===== src/rtl/serial_nibble_rx.sv =====
// Oversampling receiver for the start/sclk/sdi serial link: assembles DATA_W-bit
// words and flags clean frame ends, partial frames and stalled bit clocks.
module serial_nibble_rx #(
    parameter int unsigned DATA_W      = 4,
    parameter int unsigned STALL_LIMIT = 8,
    parameter bit          MSB_FIRST   = 1'b1
) (
    input  logic              clk,
    input  logic              rst_n,
    input  logic              start,
    input  logic              sclk,
    input  logic              sdi,
    output logic [DATA_W-1:0] dout,
    output logic              dout_valid,
    output logic              frame_done,
    output logic              err_frame,
    output logic              err_stall,
    output logic              busy
);

    localparam int unsigned CNT_W   = $clog2(DATA_W + 1);
    localparam int unsigned STALL_W = 8;

    typedef enum logic [1:0] {
        S_IDLE   = 2'd0,
        S_ACTIVE = 2'd1,
        S_ERROR  = 2'd2
    } state_e;

    state_e state_q, state_d;

    logic start_s1_q, start_s2_q, start_s3_q;
    logic sclk_s1_q, sclk_s2_q, sclk_s3_q;
    logic sdi_s1_q, sdi_s2_q;

    logic [CNT_W-1:0]   cnt_q, cnt_d, cnt_after;
    logic [STALL_W-1:0] stall_q, stall_d, stall_nxt;
    logic [DATA_W-1:0]  shift_q, shift_d, shifted;
    logic [DATA_W-1:0]  word_q, word_d;
    logic               busy_q, busy_d;

    // Event stage: decisions made on the edge-detect cycle, published one cycle later
    logic evt_valid_q, evt_valid_d;
    logic evt_done_q, evt_done_d;
    logic evt_ferr_q, evt_ferr_d;
    logic evt_stall_q, evt_stall_d;

    logic [DATA_W-1:0] dout_q;
    logic              dout_valid_q, frame_done_q, err_frame_q, err_stall_q;

    logic sclk_rise, sclk_edge, start_fall, word_done, stall_hit;

    always_ff @(posedge clk or negedge rst_n) begin
        if (!rst_n) begin
            start_s1_q <= 1'b0;
            start_s2_q <= 1'b0;
            start_s3_q <= 1'b0;
            sclk_s1_q  <= 1'b0;
            sclk_s2_q  <= 1'b0;
            sclk_s3_q  <= 1'b0;
            sdi_s1_q   <= 1'b0;
            sdi_s2_q   <= 1'b0;
        end else begin
            start_s1_q <= start;
            start_s2_q <= start_s1_q;
            start_s3_q <= start_s2_q;
            sclk_s1_q  <= sclk;
            sclk_s2_q  <= sclk_s1_q;
            sclk_s3_q  <= sclk_s2_q;
            sdi_s1_q   <= sdi;
            sdi_s2_q   <= sdi_s1_q;
        end
    end

    assign sclk_rise  = sclk_s2_q & ~sclk_s3_q;
    assign sclk_edge  = sclk_s2_q ^ sclk_s3_q;
    assign start_fall = ~start_s2_q & start_s3_q;

    assign shifted   = MSB_FIRST ? {shift_q[DATA_W-2:0], sdi_s2_q}
                                 : {sdi_s2_q, shift_q[DATA_W-1:1]};
    assign word_done = sclk_rise && (cnt_q + CNT_W'(1) == CNT_W'(DATA_W));
    assign cnt_after = !sclk_rise ? cnt_q : (word_done ? '0 : cnt_q + CNT_W'(1));
    assign stall_nxt = sclk_edge ? '0
                     : ((stall_q == {STALL_W{1'b1}}) ? stall_q : stall_q + STALL_W'(1));
    assign stall_hit = stall_nxt >= STALL_W'(STALL_LIMIT);

    // State register
    always_ff @(posedge clk or negedge rst_n) begin
        if (!rst_n) begin
            state_q     <= S_IDLE;
            cnt_q       <= '0;
            stall_q     <= '0;
            shift_q     <= '0;
            word_q      <= '0;
            busy_q      <= 1'b0;
            evt_valid_q <= 1'b0;
            evt_done_q  <= 1'b0;
            evt_ferr_q  <= 1'b0;
            evt_stall_q <= 1'b0;
        end else begin
            state_q     <= state_d;
            cnt_q       <= cnt_d;
            stall_q     <= stall_d;
            shift_q     <= shift_d;
            word_q      <= word_d;
            busy_q      <= busy_d;
            evt_valid_q <= evt_valid_d;
            evt_done_q  <= evt_done_d;
            evt_ferr_q  <= evt_ferr_d;
            evt_stall_q <= evt_stall_d;
        end
    end

    // Next-state logic; start_fall takes priority over a same-cycle stall
    always_comb begin
        state_d = state_q;
        case (state_q)
            S_IDLE:   if (start_s2_q) state_d = S_ACTIVE;
            S_ACTIVE: begin
                if (start_fall)     state_d = S_IDLE;
                else if (stall_hit) state_d = S_ERROR;
            end
            S_ERROR:  if (!start_s2_q) state_d = S_IDLE;
            default:  state_d = S_IDLE;
        endcase
    end

    // Datapath and strobe decisions
    always_comb begin
        cnt_d       = cnt_q;
        stall_d     = stall_q;
        shift_d     = shift_q;
        word_d      = word_q;
        evt_valid_d = 1'b0;
        evt_done_d  = 1'b0;
        evt_ferr_d  = 1'b0;
        evt_stall_d = 1'b0;
        busy_d      = (state_d != S_IDLE);
        case (state_q)
            S_IDLE: begin
                if (start_s2_q) begin
                    cnt_d   = '0;
                    stall_d = '0;
                    shift_d = '0;
                end
            end
            S_ACTIVE: begin
                stall_d = stall_nxt;
                if (sclk_rise) begin
                    shift_d     = shifted;
                    cnt_d       = cnt_after;
                    evt_valid_d = word_done;
                    if (word_done) word_d = shifted;
                end
                if (start_fall) begin
                    if (cnt_after == '0) begin
                        evt_done_d = 1'b1;
                    end else begin
                        evt_ferr_d = 1'b1;
                        cnt_d      = '0;
                        shift_d    = '0;
                    end
                end else if (stall_hit) begin
                    evt_stall_d = 1'b1;
                    cnt_d       = '0;
                    shift_d     = '0;
                end
            end
            default: ;
        endcase
    end

    always_ff @(posedge clk or negedge rst_n) begin
        if (!rst_n) begin
            dout_q       <= '0;
            dout_valid_q <= 1'b0;
            frame_done_q <= 1'b0;
            err_frame_q  <= 1'b0;
            err_stall_q  <= 1'b0;
        end else begin
            if (evt_valid_q) dout_q <= word_q;
            dout_valid_q <= evt_valid_q;
            frame_done_q <= evt_done_q;
            err_frame_q  <= evt_ferr_q;
            err_stall_q  <= evt_stall_q;
        end
    end

    assign dout       = dout_q;
    assign dout_valid = dout_valid_q;
    assign frame_done = frame_done_q;
    assign err_frame  = err_frame_q;
    assign err_stall  = err_stall_q;
    assign busy       = busy_q;

endmodule


===== config.mk =====
export PLATFORM = sky130hd
export DESIGN_NAME = serial_nibble_rx
export DESIGN_NICKNAME = d
export VERILOG_FILES = /design/src/rtl/serial_nibble_rx.sv
export SDC_FILE = /design/constraint.sdc
export NUM_CORES = 1
export LEC_CHECK = 0
export ABC_AREA = 1
export CORE_MARGIN = 2
export CORE_UTILIZATION = 51
export DETAILED_ROUTE_END_ITERATION = 10
export PLACE_DENSITY = 0.71
export SLEW_MARGIN = 20
export SYNTH_ARGS = -nofsm -noshare
export SYNTH_HDL_FRONTEND = slang
export SYNTH_SLANG_ARGS = --single-unit

===== constraint.sdc =====
create_clock -name clk -period 1.9 [get_ports clk]
set_input_delay 0.38 -clock clk [delete_from_list [all_inputs] [get_ports clk]]
set_output_delay 0.38 -clock clk [all_outputs]
set_load 0.05 [all_outputs]

==> results of run 1 <==
==> path summary, 6_finish.rpt <==
kind	start	endpoint	depth (start not counted)	slack, ps
setup / recovery	err_frame	err_frame	1	40
min in group asynchronous	rst_n	stall_q[6]	2	530
setup reg to reg	stall_q[0]	busy	11	190
hold reg to reg	sdi_s1_q	sdi_s2_q	0	360
max in group asynchronous	rst_n	cnt_q[2]	3	880
hold / removal	sdi_s1_q	sdi_s2_q	0	360
==> synthesized netlist by cell type (2+ instances only) <==
cell type	number	area, um2
dfrtp_1	41	1030
inv_1	23	86.3
mux2_2	4	45.0
nor2_1	14	52.6
nand2_2	2	12.5
o21ai_0	7	35.0
o22ai_1	5	31.3
nand2_1	53	199
nand3_1	15	75.1
ha_1	4	50.1
inv_2	2	7.51
o32ai_1	2	17.5
nor2_2	3	18.8
o21ai_1	4	20.0
nor3_1	3	15.0
a21oi_1	2	10.0
==> state kept, by name, indices dropped and copies added, names as in the netlist, 2 cells and up <==
register and count:
cnt_q 3, state_q 2, dout 4, shift_q 3, word_q 4, stall_q 8
==> final cells by class <==
cell class | count | area, um2
clock buffers | 6 | 51.3
clock inverters | 2 | 37.5
fillers | 289 | 1190
inverters | 25 | 93.8
multi-input cells | 126 | 691
flip-flops and latches | 41 | 1030
well taps | 46 | 57.6
repair buffers | 18 | 186
==> logic make-up (layout without fill, tap and decap cells) <==
logic type	count (synthesis)	count (layout)	synth area share
xor+xnor	2	2	0.00983
fa+ha+maj	4	4	0.0281
flops	41	41	0.575
mux	4	4	0.0253
buf+inv	26	51	0.0554
compound gates	22	22	0.0772
simple gates	94	94	0.229
==> power by group through the flow <==
stage / clock (uW) / sequential, uW / combinational, uW
finish: 584 / 1030 / 503
global route: 643 / 1050 / 559
CTS: 596 / 1040 / 450
detailed placement: 0 / 1060 / 449
global placement: 0 / 1050 / 424
floorplan: 0 / 1080 / 263
==> timing repair <==
| item | CTS | global route |
|---|---|---|
| setup endpoints to repair | 3 | 10 |
| resized for setup | 3 | 13 |
| endpoints found under the hold margin | 15 | 0 |
| pin swaps | 0 | 2 |
| buffers inserted | 0 | 2 |
| hold buffers | 1 | 0 |
==> cells in the final DEF (no fill, tap or decap), types with 2 or more instances in the layout <==
master	synthesis	final
ha_1	4	2
inv_2	2	2
nor3_1	3	3
nand3_1	15	15
o32ai_1	2	2
o22ai_1	5	5
o21ai_0	7	7
dlymetal6s2s_1	0	5
clkdlybuf4s50_1	0	4
dlygate4sd2_1	0	3
o21ai_1	4	4
inv_1	23	23
clkbuf_4	0	5
mux2_2	4	4
nand2_1	53	52
ha_2	0	2
nor2_2	3	3
buf_4	0	3
nor2_1	14	13
dfrtp_1	41	41
nand2_2	2	2
==> metrics by stage <==
step,worst slack (ps),power (uW),TNS [ps],cells,instance area (um2)
final,43.7,2120,0,264,2140
after global routing,-18.4,2250,-18.4,264,2140
after global placement,230,1470,0,253,1990
after CTS,1.17,2090,0,262,2080
after detailed placement,121,1510,0,253,1990
after floorplan,334,1350,0,193,1780
==> layer usage <==
metal	track usage	part of all wire
met1	0.233	0.45
met2	0.299	0.50
met3	0.0393	0.042
met4	0.0806	0.0069
met5	0	0
==> metrics.txt, run 1 <==
P_int=1460 uW; critical path fanouts, max=1; CTS tree=done; hold slack=roughly 360 ps; Die W=63.1 um; row count=21; Required @ worst endpoint=~1500 ps; die area=about 0.004 mm2; initial antenna violation count=0; proportion of layout cells with a drive suffix above 1=0.147; flops & latches, synth=a little over 40; vias in the first global route=1,340; total global-route track usage=0.182; Syn Nets=between 200 and 250; Wirelength per Cell=12.5 um; Final nets=between 200 and 250; dpl hpwl=approximately 2.4 mm; Setup Skew=roughly 9.4 ps; total gr overflow=0; Ys Warns=0; die height=between 60 and 70 um; synth-to-layout area growth=20.2%; Post-route DRC=0; Max clock buf depth=2; total via count after detailed routing=approximately 1,400; vias per std cell=5.14; sequential fraction of the synthesis area=0.575; CP bufs+invs=1; slew of the pin with the lowest slew margin=503 ps; Max Slew Vio Count=0; starting DRC count in detailed routing=99; final core occ=0.642; Tmin final=between 1500 and 2000 ps; Pre-antenna DRT Iters=4; initial core utilization=0.534; Routability Congestion=between 0.9 and 1; PortBufs=13; Post-Syn Area per Cell=just over 9 um2; H-tree depth=2; final hold vios=0; number of buffers created by CTS=5; fmax=~0.54 GHz; CP arrival=roughly 1500 ps; CP endpoint kind=output port; VDD IR max=0.000592 V; max_cap viols=0; slowest CP cell=clkdlybuf4s50_1; Rel. slew slack=0.664; Syn Inst Count=193; Sw Share=0.313; family with the most delay on the worst path=buffers and inverters; cell breakdown of the critical path=clkdlybuf4s50_1; Clock Tree Root=clkbuf_4; clk_lat worst skew=about 340 ps; I/O pins=14; Logic pwr share=0.237; post-route ant nets=0; register share of total power=0.488; Unique masters post-synth=25; CP startpoint kind=register; Clock power frac=0.275; clk sinks=41; worst setup path category=reg2out; Worst Hold Class=reg2reg; Leakage=approximately 0.0012 uW; Worst path max stage delay=~800 ps; share of flip-flops with an asynchronous set or reset=1.00; mapped cell area=approximately 0.0018 mm2; Post-synth EDFFs=0; # setup viols final=0; ys flop type=dfrtp_1; Tcrit/Tclk final=0.977; Net Switching=about 660 uW; power per cell area=between 900 and 1000 mW/mm2; final wirelength=between 3 and 4 mm; largest net degree at the start of global routing=23; antenna diode count=0; clk slew on worst S/H paths=between 100 and 150 ps; first-pass GRT wire length=5.71 mm; Core ar.=around 0.0033 mm2; run status=finished, final reports clean
Power figures use the tool's default switching activity.
==> inputs of run 2 (changes only) <==
clock period = 2.1 ns   (was 1.9 ns; I/O delays follow)
==> run 2 against run 1 <==
Compared with the run above: critical path depth is the same; sequential power is 9% lower; count of clock-buffer cells in the layout fell by 1; wire length shrank 2.2%; first-iteration DRC count shrank 65%; flip-flop and latch count is the same; critical path type unchanged.
==> metrics.txt, run 2 (synthesis results as in run 1) <==
largest net degree at the start of global routing=24 (was 23); Post-route DRC=0 (unchanged); Worst Hold Class=in2async (was reg2reg); initial antenna violation count=0 (unchanged); antenna diode count=0 (unchanged); Wirelength per Cell=12.5 um (about the same); CP endpoint kind=output port (unchanged); power per cell area=882 mW/mm2 (was 990 mW/mm2); first-pass GRT wire length=5.68 mm (was 5.71 mm); RSZ-0062 raised after global routing=false; Max clock buf depth=2 (unchanged); R2R depth=11 (unchanged); PortBufs=13 (unchanged); I/O pins=14 (unchanged); critical path fanouts, max=2 (was 1); total via count after detailed routing=1,333 (was 1,356); Worst path max stage delay=810 ps (was 800 ps); total global-route track usage=0.185 (was 0.182); H-tree depth=2 (unchanged); die height=63.1 um (unchanged); Die W=63.1 um (unchanged); number of buffers created by CTS=5 (unchanged); vias per std cell=5.15 (was 5.14); fin worst setup slack=169 ps (was 43.7 ps); row count=21 (unchanged); slew of the pin with the lowest slew margin=518 ps (was 503 ps); starting DRC count in detailed routing=35 (was 99); WP depth=1 (unchanged); CP arrival=1510 ps (was 1480 ps); Max Slew Vio Count=0 (unchanged); most frequent cells in the layout=nand2_1, dfrtp_1, inv_1 (unchanged); slowest CP cell=clkdlybuf4s50_1 (unchanged); CP bufs+invs=1 (unchanged); setup tns final=0 ps (unchanged); post-route ant nets=0 (unchanged); Rel. slew slack=0.655 (was 0.664); clk_lat worst skew=340 ps (about the same); Required @ worst endpoint=1680 ps (was 1520 ps); Setup Skew=3.99 ps (was 9.39 ps); family with the most delay on the worst path=buffers and inverters (unchanged); fmax=0.518 GHz; # setup viols final=0 (unchanged); # hold bufs at CTS=0 (was 1); cell breakdown of the critical path=clkdlybuf4s50_1 (unchanged); pre-CTS setup slack=350 ps (was 121 ps); initial core utilization=0.534 (unchanged); CTS tree=done (unchanged); post-route cell area=0.00205 mm2 (was 0.00214 mm2); PostCTS Resize Cnt=0 (was 3); commonest non-fill, non-tap cell in the layout=nand2_1 (unchanged); placed cells=252 (was 253); CP startpoint kind=register (unchanged); Core ar.=0.00334 mm2 (unchanged); dpl hpwl=2.43 mm (was 2.42 mm); synth-to-layout area growth=15.2% (was 20.2%); clk sinks=41 (unchanged); Routability Congestion=0.886 (was 0.907); clk slew on worst S/H paths=110 ps (was 120 ps); Tmin final=1930 ps; proportion of layout cells with a drive suffix above 1=0.108 (was 0.147); Final nets=222 (was 226); number of flip-flops in the largest register=8 (unchanged); reg2reg end=busy (unchanged); total power=1810 uW (was 2120 uW); final hold vios=0 (unchanged); Worst R2R Start=stall_q[1] (was stall_q[0]); die area=0.00398 mm2 (unchanged); final wirelength=3.24 mm (was 3.31 mm); worst setup path category=reg2out (unchanged); buffer count from post-CTS setup fixing=0 (unchanged); Leakage=0.00102 uW (was 0.00116 uW); Clock Tree Root=clkbuf_4 (unchanged); final std cells w/o fill=259 (was 264); FF-to-FF setup slack=330 ps (was 190 ps); Tcrit/Tclk final=0.919; vias in the first global route=1,280 (was 1,340); VDD IR max=0.000463 V (was 0.000592 V); total gr overflow=0 (unchanged); DP Area=0.00198 mm2 (was 0.00199 mm2); run status=finished, final reports clean (unchanged); max_cap viols=0 (unchanged); Top reg by flops=stall_q (unchanged); Pre-antenna DRT Iters=4 (unchanged)
[run 2: cell types whose count changed in the layout (fill, tap and decap cells not counted), sizes merged]
cell | previous run | this run
buf | 5 | 2
clkbuf | 6 | 5
dlygate4sd2 | 3 | 0
clkinv | 0 | 1
clkdlybuf4s50 | 4 | 12
dlymetal6s2s | 5 | 0
clkinvlp | 1 | 0
dlygate4sd3 | 1 | 0
[run 2: report_power, final]
| group | internal, uW | total [uW] | switching, uW |
|---|---|---|---|
| combinational | 129 | 393 | 264 |
| clock | 242 | 479 | 236 |
| sequential | 871 | 940 | 69.1 |
| total | 1240 | 1810 | 570 |
[run 2: layout make-up]
type                    instances  area, um2
flip-flops and latches         41       1030
repair buffers                 14        145
fillers                       295       1280
inverters                      25       93.8
clock buffers                   5       37.5
clock inverters                 2       35.0
well taps                      46       57.6
multi-input cells             126        658
[run 2: metal layers]
layer | part of all wire | global-route usage | wire length, um | vias to the layer above
met3 | 0.046 | 0.0429 | 149 | 5
met4 | 0.013 | 0.0750 | 41 | 0
met2 | 0.47 | 0.307 | 1510 | 29
met1 | 0.47 | 0.234 | 1540 | 634
met5 | 0 | 0 | 0 | -
li1 | - | - | - | 665
[run 2: worst max-delay path by stage]
| stage | from | to | slack [ps] |
|---|---|---|---|
| after floorplan | stall_q[0] | busy | 530 |
| after global placement | stall_q[0] | busy | 430 |
| after detailed placement | stall_q[0] | busy | 350 |
| after CTS | dout[0] | dout[0] | 140 |
| after global routing | dout[0] | dout[0] | 110 |
| final | dout[2] | dout[2] | 170 |
[run 2: stage by stage]
step | utilization | hold WS, ps
global route | 0.615 | 52.9
detailed placement | 0.594 | 339
floorplan | - | 124
CTS | 0.615 | 40.9
global placement | 0.594 | 332
finish | 0.615 | 33.4
